File: src/rtl/pixel_frame_source.sv
// Frame-based pixel generator: streams FRAME_W x FRAME_H pixels per start request.
// Define PIXEL_SRC_LFSR_EN to make pattern 11 an 8-bit LFSR; otherwise it aliases pattern 01.
module pixel_frame_source #(
  parameter int FRAME_W = 8,
  parameter int FRAME_H = 4
) (
  input  logic       clk,
  input  logic       rst,
  input  logic       start,
  input  logic [1:0] cfg_mode,
  input  logic [1:0] pattern_sel,
  input  logic [7:0] seed,
  output logic       m_valid,
  input  logic       m_ready,
  output logic [7:0] m_data,
  output logic [1:0] m_mode,
  output logic       m_sof,
  output logic       m_eol,
  output logic       busy,
  output logic       done,
  output logic [1:0] dbg_state_o
);

  typedef enum logic [1:0] {
    S_IDLE = 2'd0,
    S_SEND = 2'd1,
    S_DONE = 2'd2
  } state_e;

  localparam logic [7:0] X_LAST = 8'(FRAME_W - 1);
  localparam logic [7:0] Y_LAST = 8'(FRAME_H - 1);

  state_e     state_q, state_d;
  logic [7:0] x_q, x_d;
  logic [7:0] y_q, y_d;
  logic [7:0] idx_q, idx_d;
  logic [1:0] mode_q, mode_d;
  logic [1:0] pat_q, pat_d;
  logic [7:0] seed_q, seed_d;
  logic [7:0] pix;
  logic       send;

`ifdef PIXEL_SRC_LFSR_EN
  logic [7:0] lfsr_q, lfsr_d;
  logic [7:0] lfsr_nxt;

  // Fibonacci form of x^8+x^6+x^5+x^4+1, shifting toward the MSB.
  assign lfsr_nxt = {lfsr_q[6:0], lfsr_q[7] ^ lfsr_q[5] ^ lfsr_q[4] ^ lfsr_q[3]};
`endif

  always_ff @(posedge clk or posedge rst) begin
    if (rst) begin
      state_q <= S_IDLE;
      x_q     <= '0;
      y_q     <= '0;
      idx_q   <= '0;
      mode_q  <= '0;
      pat_q   <= '0;
      seed_q  <= '0;
`ifdef PIXEL_SRC_LFSR_EN
      lfsr_q  <= 8'h01;
`endif
    end else begin
      state_q <= state_d;
      x_q     <= x_d;
      y_q     <= y_d;
      idx_q   <= idx_d;
      mode_q  <= mode_d;
      pat_q   <= pat_d;
      seed_q  <= seed_d;
`ifdef PIXEL_SRC_LFSR_EN
      lfsr_q  <= lfsr_d;
`endif
    end
  end

  // Handshake: a pixel moves on a rising edge where m_valid and m_ready are both
  // high; m_valid never drops and the payload never changes until that happens.
  always_comb begin
    state_d = state_q;
    x_d     = x_q;
    y_d     = y_q;
    idx_d   = idx_q;
    mode_d  = mode_q;
    pat_d   = pat_q;
    seed_d  = seed_q;
`ifdef PIXEL_SRC_LFSR_EN
    lfsr_d  = lfsr_q;
`endif
    case (state_q)
      S_IDLE: begin
        if (start) begin
          state_d = S_SEND;
          x_d     = '0;
          y_d     = '0;
          idx_d   = '0;
          mode_d  = cfg_mode;
          pat_d   = pattern_sel;
          seed_d  = seed;
`ifdef PIXEL_SRC_LFSR_EN
          lfsr_d  = (seed == 8'h00) ? 8'h01 : seed;
`endif
        end
      end
      S_SEND: begin
        if (m_ready) begin
          idx_d = idx_q + 8'd1;
`ifdef PIXEL_SRC_LFSR_EN
          lfsr_d = lfsr_nxt;
`endif
          if (x_q == X_LAST) begin
            x_d = '0;
            if (y_q == Y_LAST) begin
              y_d     = '0;
              state_d = S_DONE;
            end else begin
              y_d = y_q + 8'd1;
            end
          end else begin
            x_d = x_q + 8'd1;
          end
        end
      end
      S_DONE:  state_d = S_IDLE;
      default: state_d = S_IDLE;
    endcase
  end

  // idx_q tracks y*FRAME_W + x modulo 256 without a multiplier.
  always_comb begin
    pix = seed_q;
    case (pat_q)
      2'b00: pix = seed_q;
      2'b01: pix = seed_q + idx_q;
      2'b10: pix = {y_q[3:0], x_q[3:0]} ^ seed_q;
`ifdef PIXEL_SRC_LFSR_EN
      2'b11: pix = lfsr_q;
`else
      2'b11: pix = seed_q + idx_q;
`endif
      default: pix = seed_q;
    endcase
  end

  assign send        = (state_q == S_SEND);
  assign m_valid     = send;
  assign m_data      = send ? pix : 8'h00;
  assign m_mode      = send ? mode_q : 2'b00;
  assign m_sof       = send && (x_q == 8'h00) && (y_q == 8'h00);
  assign m_eol       = send && (x_q == X_LAST);
  assign busy        = (state_q == S_SEND) || (state_q == S_DONE);
  assign done        = (state_q == S_DONE);
  assign dbg_state_o = state_q;

endmodule
File: config.mk
export PLATFORM = sky130hd
export DESIGN_NAME = pixel_frame_source
export DESIGN_NICKNAME = d
export VERILOG_FILES = /design/src/rtl/pixel_frame_source.sv
export SDC_FILE = /design/constraint.sdc
export NUM_CORES = 1
export LEC_CHECK = 0
export ABC_AREA = 1
export BUFFER_PORTS_ARGS = -buffer_cell sky130_fd_sc_hd__buf_4
export CORE_MARGIN = 2
export CORE_UTILIZATION = 45
export DETAILED_ROUTE_END_ITERATION = 10
export GPL_TIMING_DRIVEN = 0
export SLEW_MARGIN = 10
export SYNTH_ARGS = -nofsm -noshare
export SYNTH_HDL_FRONTEND = slang
export SYNTH_SLANG_ARGS = --single-unit
File: constraint.sdc
create_clock -name clk -period 4.3 [get_ports clk]
set_clock_uncertainty 0.05 [all_clocks]
set_input_delay 0.86 -clock clk [delete_from_list [all_inputs] [get_ports clk]]
set_output_delay 0.86 -clock clk [all_outputs]
set_load 0.005 [all_outputs]
# == Yosys cells after proc, flatten, opt, wreduce, memory -nomap -nowiden ==
# Index checks and enable logic that the tools add are counted.
# totals
ff_bits,38
out_inout_bits,17
word_cells,55
# op_classes
addsub,4
eq_ne,11
n_mux,18
bitwise,1
reduce_logical,14
# ops
op,n
$mux 8,8
$pmux 8 s2,3
$add 8x1->8 const B,3
$pmux 8 s3,1
$logic_not 8->1,2
$mux 2,5
$add 8x8->8,1
$eq 8x2->1 const B,1
$eq 8x3->1 const B,1
$reduce_and 4->1,2
$xor 8x8->8,1
$eq 2x2->1 const B,3
$eq 2x1->1 const B,2
$logic_not 2->1,2
$ne 2x1->1 const B,2
$ne 2x2->1 const B,2
$pmux 2 s2,1
$logic_and 1x1->1,3
$reduce_and 3->1,1
$reduce_and 2->1,1
$reduce_bool 2->1,1
$reduce_or 2->1,1
$logic_or 1x1->1,1

# == Longest topological paths before layout ==
# logic_depth
word_depth,5
depth_mapped,10
mapped_depth_nobuf,10

# == Worst setup path after synthesis ==
# No wires, ideal clock.
# synth_timing
kind,register to output
startpoint,register idx_q[0]
endpoint,output m_data[4]
arrival_time_ns,1.536
setup_slack_ns,1.854
path_stages_with_launch,8
path_buffers,0
path_cell_list,dfrtp_1 > ha_1 > fa_1 > a21oi_1 > nor2_1 > nor2_1 > nand2_1 > a21oi_1
# synth_between
elab_chain_len,3
# synth_lines
element,line_no,source
"start, declared",36,"logic [7:0] idx_q, idx_d;"
"start signal, assigned",67,idx_q <= idx_d;
$add 8x8->8,"134, 139",
$pmux 8 s3,132,case (pat_q)
$mux 8,147,assign m_data = send ? pix : 8'h00;
"end, declared",15,"output logic [7:0] m_data,"
# No other way between the ends.

# == Worst setup path in the final report ==
# layout_timing
startpoint,"register state_q[1], in the netlist dbg_state_o[1]"
endpoint,output m_sof
# layout_between
elab_chain_len,3
# layout_lines
element,line_no,source
"start, declared",33,"state_e state_q, state_d;"
"start signal, assigned",64,state_q <= state_d;
$eq 2x1->1,145,assign send = (state_q == S_SEND);
$logic_and 1x1->1 (2 in a row),149,assign m_sof = send && (x_q == 8'h00) && (y_q == 8'h00);
"end, declared",17,"output logic m_sof,"
# No other way between the ends.

==> summary by stage <==
Status
The flow ran to the end, and the final reports show no timing, DRC or antenna violations.

Floorplan
The initial utilization of the core area, before any placement, comes to 0.467. The area of the core is 0.00551 mm2. In this run the core area contains 27 standard-cell rows. The die span in x is roughly 80 um. From bottom edge to top edge, the die measures 79.6 um. The die covers between 0.006 and 0.007 mm2. Pin placement for this block handled 33 I/O pins.

Clock tree
The number of setup buffers added after CTS is 0. Counting along the longest clock path gives a buffer depth of 2. The TritonCTS clock tree is yes.

After clock tree synthesis, the clock-pin slew on the worst setup and hold paths is 0.09 ns. In this run, post-CTS hold repair placed 0 buffers. CTS saw 38 sinks. The number of gates resized after CTS was 0. The H-tree depth is 2. The clock latency on the worst-skew pair is 0.30 ns. The clock root buffer is sky130_fd_sc_hd__clkbuf_8.

TritonCTS created 5 clock buffers.

Critical path
The worst register-to-register path ends at idx_q[4]. The biggest fanout along the worst timing path is 10. Measured in cells, the most critical reg-to-reg path has a length of 8.

The path type of the worst setup path is reg -> out. The required time at the endpoint of the critical path is 3.39 ns. Data on the critical path arrives at its endpoint at ~2.1 ns. The startpoint identified for the worst register-to-register timing path is dbg_state_o[1]. STA classifies the critical path endpoint as an output port.

The internal reg-to-reg setup slack is 2.24 ns. The type of element launching the critical path is a flip-flop.

Layout
The most common library cell in the layout ignoring fill and taps is sky130_fd_sc_hd__nand2_1. The final net count is 419. The proportion of layout cells with a drive suffix above 1 is 0.158. The antenna diode count is 0. The layout-stage area growth over the synthesis result is 17.0%. In the layout the commonest cells are sky130_fd_sc_hd__nand2_1, sky130_fd_sc_hd__inv_1, sky130_fd_sc_hd__nand3_1, sky130_fd_sc_hd__dfrtp_1, sky130_fd_sc_hd__buf_4.

Hold path
The instance count along the most critical hold path is 1. The worst hold path terminates at mode_q[0]. The tightest min-delay check is of the reg -> reg type.

In this run the most critical hold path is launched from mode_q[0].

STA
The routed design could run at a clock period as short as 3.05 ns. The total count of max-transition violations in the final report is 0. The highest clock frequency the design can meet is ~330 MHz. The share of the cycle needed by the critical path after routing is 0.710. The worst hold slack after final layout is 0.458 ns. The number of hold-slack violations in the final timing report is 0. The count of endpoints failing setup in the final report is 0. For the pin with the worst max-slew slack, the measured transition is 0.639 ns. In this run the tightest slew margin relative to its limit is 0.574. Setup total negative slack on the finished layout was measured at 0 ns. Setup repair after global routing left no endpoint under its margin.

Synth
The number of register bits inferred by synthesis is 38. Of the synthesized area, sequential elements account for 0.369. The netlist area before placement is 0.00257 mm2. For this run, the number of Yosys warnings is 0. In this run, distinct cell masters in the synthesized netlist total 31. The number of nets handed over by synthesis was ~380. The gate count after technology mapping is approximately 350. The post-synthesis area per instance is 7.44 um2.

Global routing
The initial antenna violation count is 0. The global route total overflow is 0. The first global-routing pass estimated 11,000 um of wire. Across every metal layer, demand over resource in global routing totals 0.224.

The number of global-route vias before repair is 2,206. The maximum number of pins on one net before global-route repair is 26.

Power and ir drop
Power spread over the standard cell area amounts to 587 mW/mm2. In this run the static leakage power is 1.46 nW. The maximum ir drop on the vdd rail is approximately 0.00030 V.

Drt
The per-cell via count in the routed design is 5.20. In the routed design, unresolved DRC markers number 0. In the final routed layout, each cell accounts on average for 14.0 um. The detailed-routing iteration count for the pre-antenna-repair pass is 4. After detailed routing, the total wire length is about 6400 um.

The detail route stage leaves a number of antenna-violating nets equal to 0. The detailed router placed 2,389 vias in this run. The initial DRC count is 128.

Place
The quantity of I/O buffers inserted on ports is 32. The HPWL after detailed placement is about 5000 um. Routability-driven placement finished with a final weighted congestion of 0.831.

Run
Across the run, the number of max-cap violations was 0.
## worst max path at each step
stage / from / endpoint / slack (ns) / depth (start not counted)
floorplan: idx_q[0] / m_data[4] / 1.85 / 7
global placement: dbg_state_o[1] / m_sof / 1.49 / 6
detailed placement: dbg_state_o[1] / m_sof / 1.57 / 6
CTS: dbg_state_o[1] / m_sof / 1.22 / 6
global route: dbg_state_o[1] / m_sof / 1.03 / 6
finish: dbg_state_o[1] / m_sof / 1.25 / 6
## power by group
group | leakage [nW] | internal (mW) | total [mW] | switching, mW
Sequential | 0.492 | 0.451 | 0.559 | 0.107
Combinational | 0.928 | 0.384 | 0.955 | 0.571
Clock | 0.0452 | 0.115 | 0.253 | 0.138
## layer usage
layer | wire length [um] | track usage | vias to the layer above
li1 | - | - | 1219
met1 | 3050 | 0.315 | 1127
met2 | 3060 | 0.355 | 37
met3 | 249 | 0.0396 | 6
met4 | 68 | 0.0586 | 0
met5 | 0 | 0 | -
## logic make-up (layout without fill, tap and decap cells)
kind of cell               count (synthesis)  count (layout)  share of synthesized area
muxes                                      8               8                     0.0350
adders and majority gates                 17              17                     0.0856
and+or+nand+nor                          161             161                      0.277
xor gates and xnor gates                   8               8                     0.0272
AOI/OAI and AO/OA                         57              57                      0.119
buffers and inverters                     57              98                     0.0875
DFF                                       38              38                      0.369
## layout make-up
| type | count | area (um2) |
|---|---|---|
| Clock inverter | 2 | 13.8 |
| Tap cell | 72 | 90.1 |
| Multi-Input combinational cell | 251 | 1400 |
| Timing Repair Buffer | 33 | 260 |
| Fill cell | 542 | 2500 |
| Sequential cell | 38 | 951 |
| Clock buffer | 6 | 72.6 |
| Buffer | 10 | 48.8 |
| Inverter | 47 | 176 |
## registers in the layout, indices dropped and copies added (netlist names)
signal	cells
dbg_state_o	2
idx_q	8
mode_q	2
pat_q	2
seed_q	8
x_q	8
y_q	8
## cells in the mapped netlist
master                      n  area share
sky130_fd_sc_hd__fa_1       1      0.0078
sky130_fd_sc_hd__nor3_1     7       0.014
sky130_fd_sc_hd__a31oi_1    2      0.0049
sky130_fd_sc_hd__dfrtp_1   38        0.37
sky130_fd_sc_hd__nand3_1   38       0.074
sky130_fd_sc_hd__o31ai_1    1      0.0029
sky130_fd_sc_hd__or2_2      2      0.0049
sky130_fd_sc_hd__o22ai_1    1      0.0024
sky130_fd_sc_hd__nand3b_1   2      0.0058
sky130_fd_sc_hd__nor2_4     2      0.0087
sky130_fd_sc_hd__buf_2      3      0.0058
sky130_fd_sc_hd__a21oi_1   27       0.053
sky130_fd_sc_hd__mux2_2     8       0.035
sky130_fd_sc_hd__ha_1      16       0.078
sky130_fd_sc_hd__xnor2_1    2      0.0068
sky130_fd_sc_hd__inv_2      2      0.0029
sky130_fd_sc_hd__o21ai_0   17       0.033
sky130_fd_sc_hd__nand4_1    6       0.015
sky130_fd_sc_hd__inv_1     44       0.064
sky130_fd_sc_hd__xor2_1     6       0.020
sky130_fd_sc_hd__o21ai_2    1      0.0034
sky130_fd_sc_hd__nor4_1     1      0.0024
sky130_fd_sc_hd__clkbuf_1   5      0.0073
sky130_fd_sc_hd__clkinv_1   1      0.0015
sky130_fd_sc_hd__buf_6      1      0.0044
sky130_fd_sc_hd__buf_1      1      0.0015
sky130_fd_sc_hd__nor2_1    30       0.044
sky130_fd_sc_hd__o21ai_1    4      0.0078
sky130_fd_sc_hd__nand2_1   72        0.11
sky130_fd_sc_hd__nor3_2     1      0.0039
sky130_fd_sc_hd__o21bai_1   4       0.012
## metrics by stage
stage / util / instances / cell area [um2] / setup WS (ns) / total power, mW
after floorplan: - / 346 / 2570 / 1.85 / 1.18
after global placement: 0.527 / 450 / 2900 / 1.49 / 1.50
after detailed placement: 0.531 / 451 / 2920 / 1.57 / 1.52
after CTS: 0.547 / 459 / 3010 / 1.22 / 1.78
after global routing: 0.547 / 459 / 3010 / 1.03 / 1.94
final: 0.547 / 459 / 3010 / 1.25 / 1.77
## worst max-delay path: stages (launching register included)
cell                       delay (ns)
sky130_fd_sc_hd__dfrtp_1         0.42
sky130_fd_sc_hd__inv_1           0.12
sky130_fd_sc_hd__ha_1            0.32
sky130_fd_sc_hd__clkbuf_1        0.47
sky130_fd_sc_hd__nand4_1         0.17
sky130_fd_sc_hd__nor3_1          0.19
sky130_fd_sc_hd__buf_4           0.15
No activity file was read; power rests on OpenSTA's default activity.
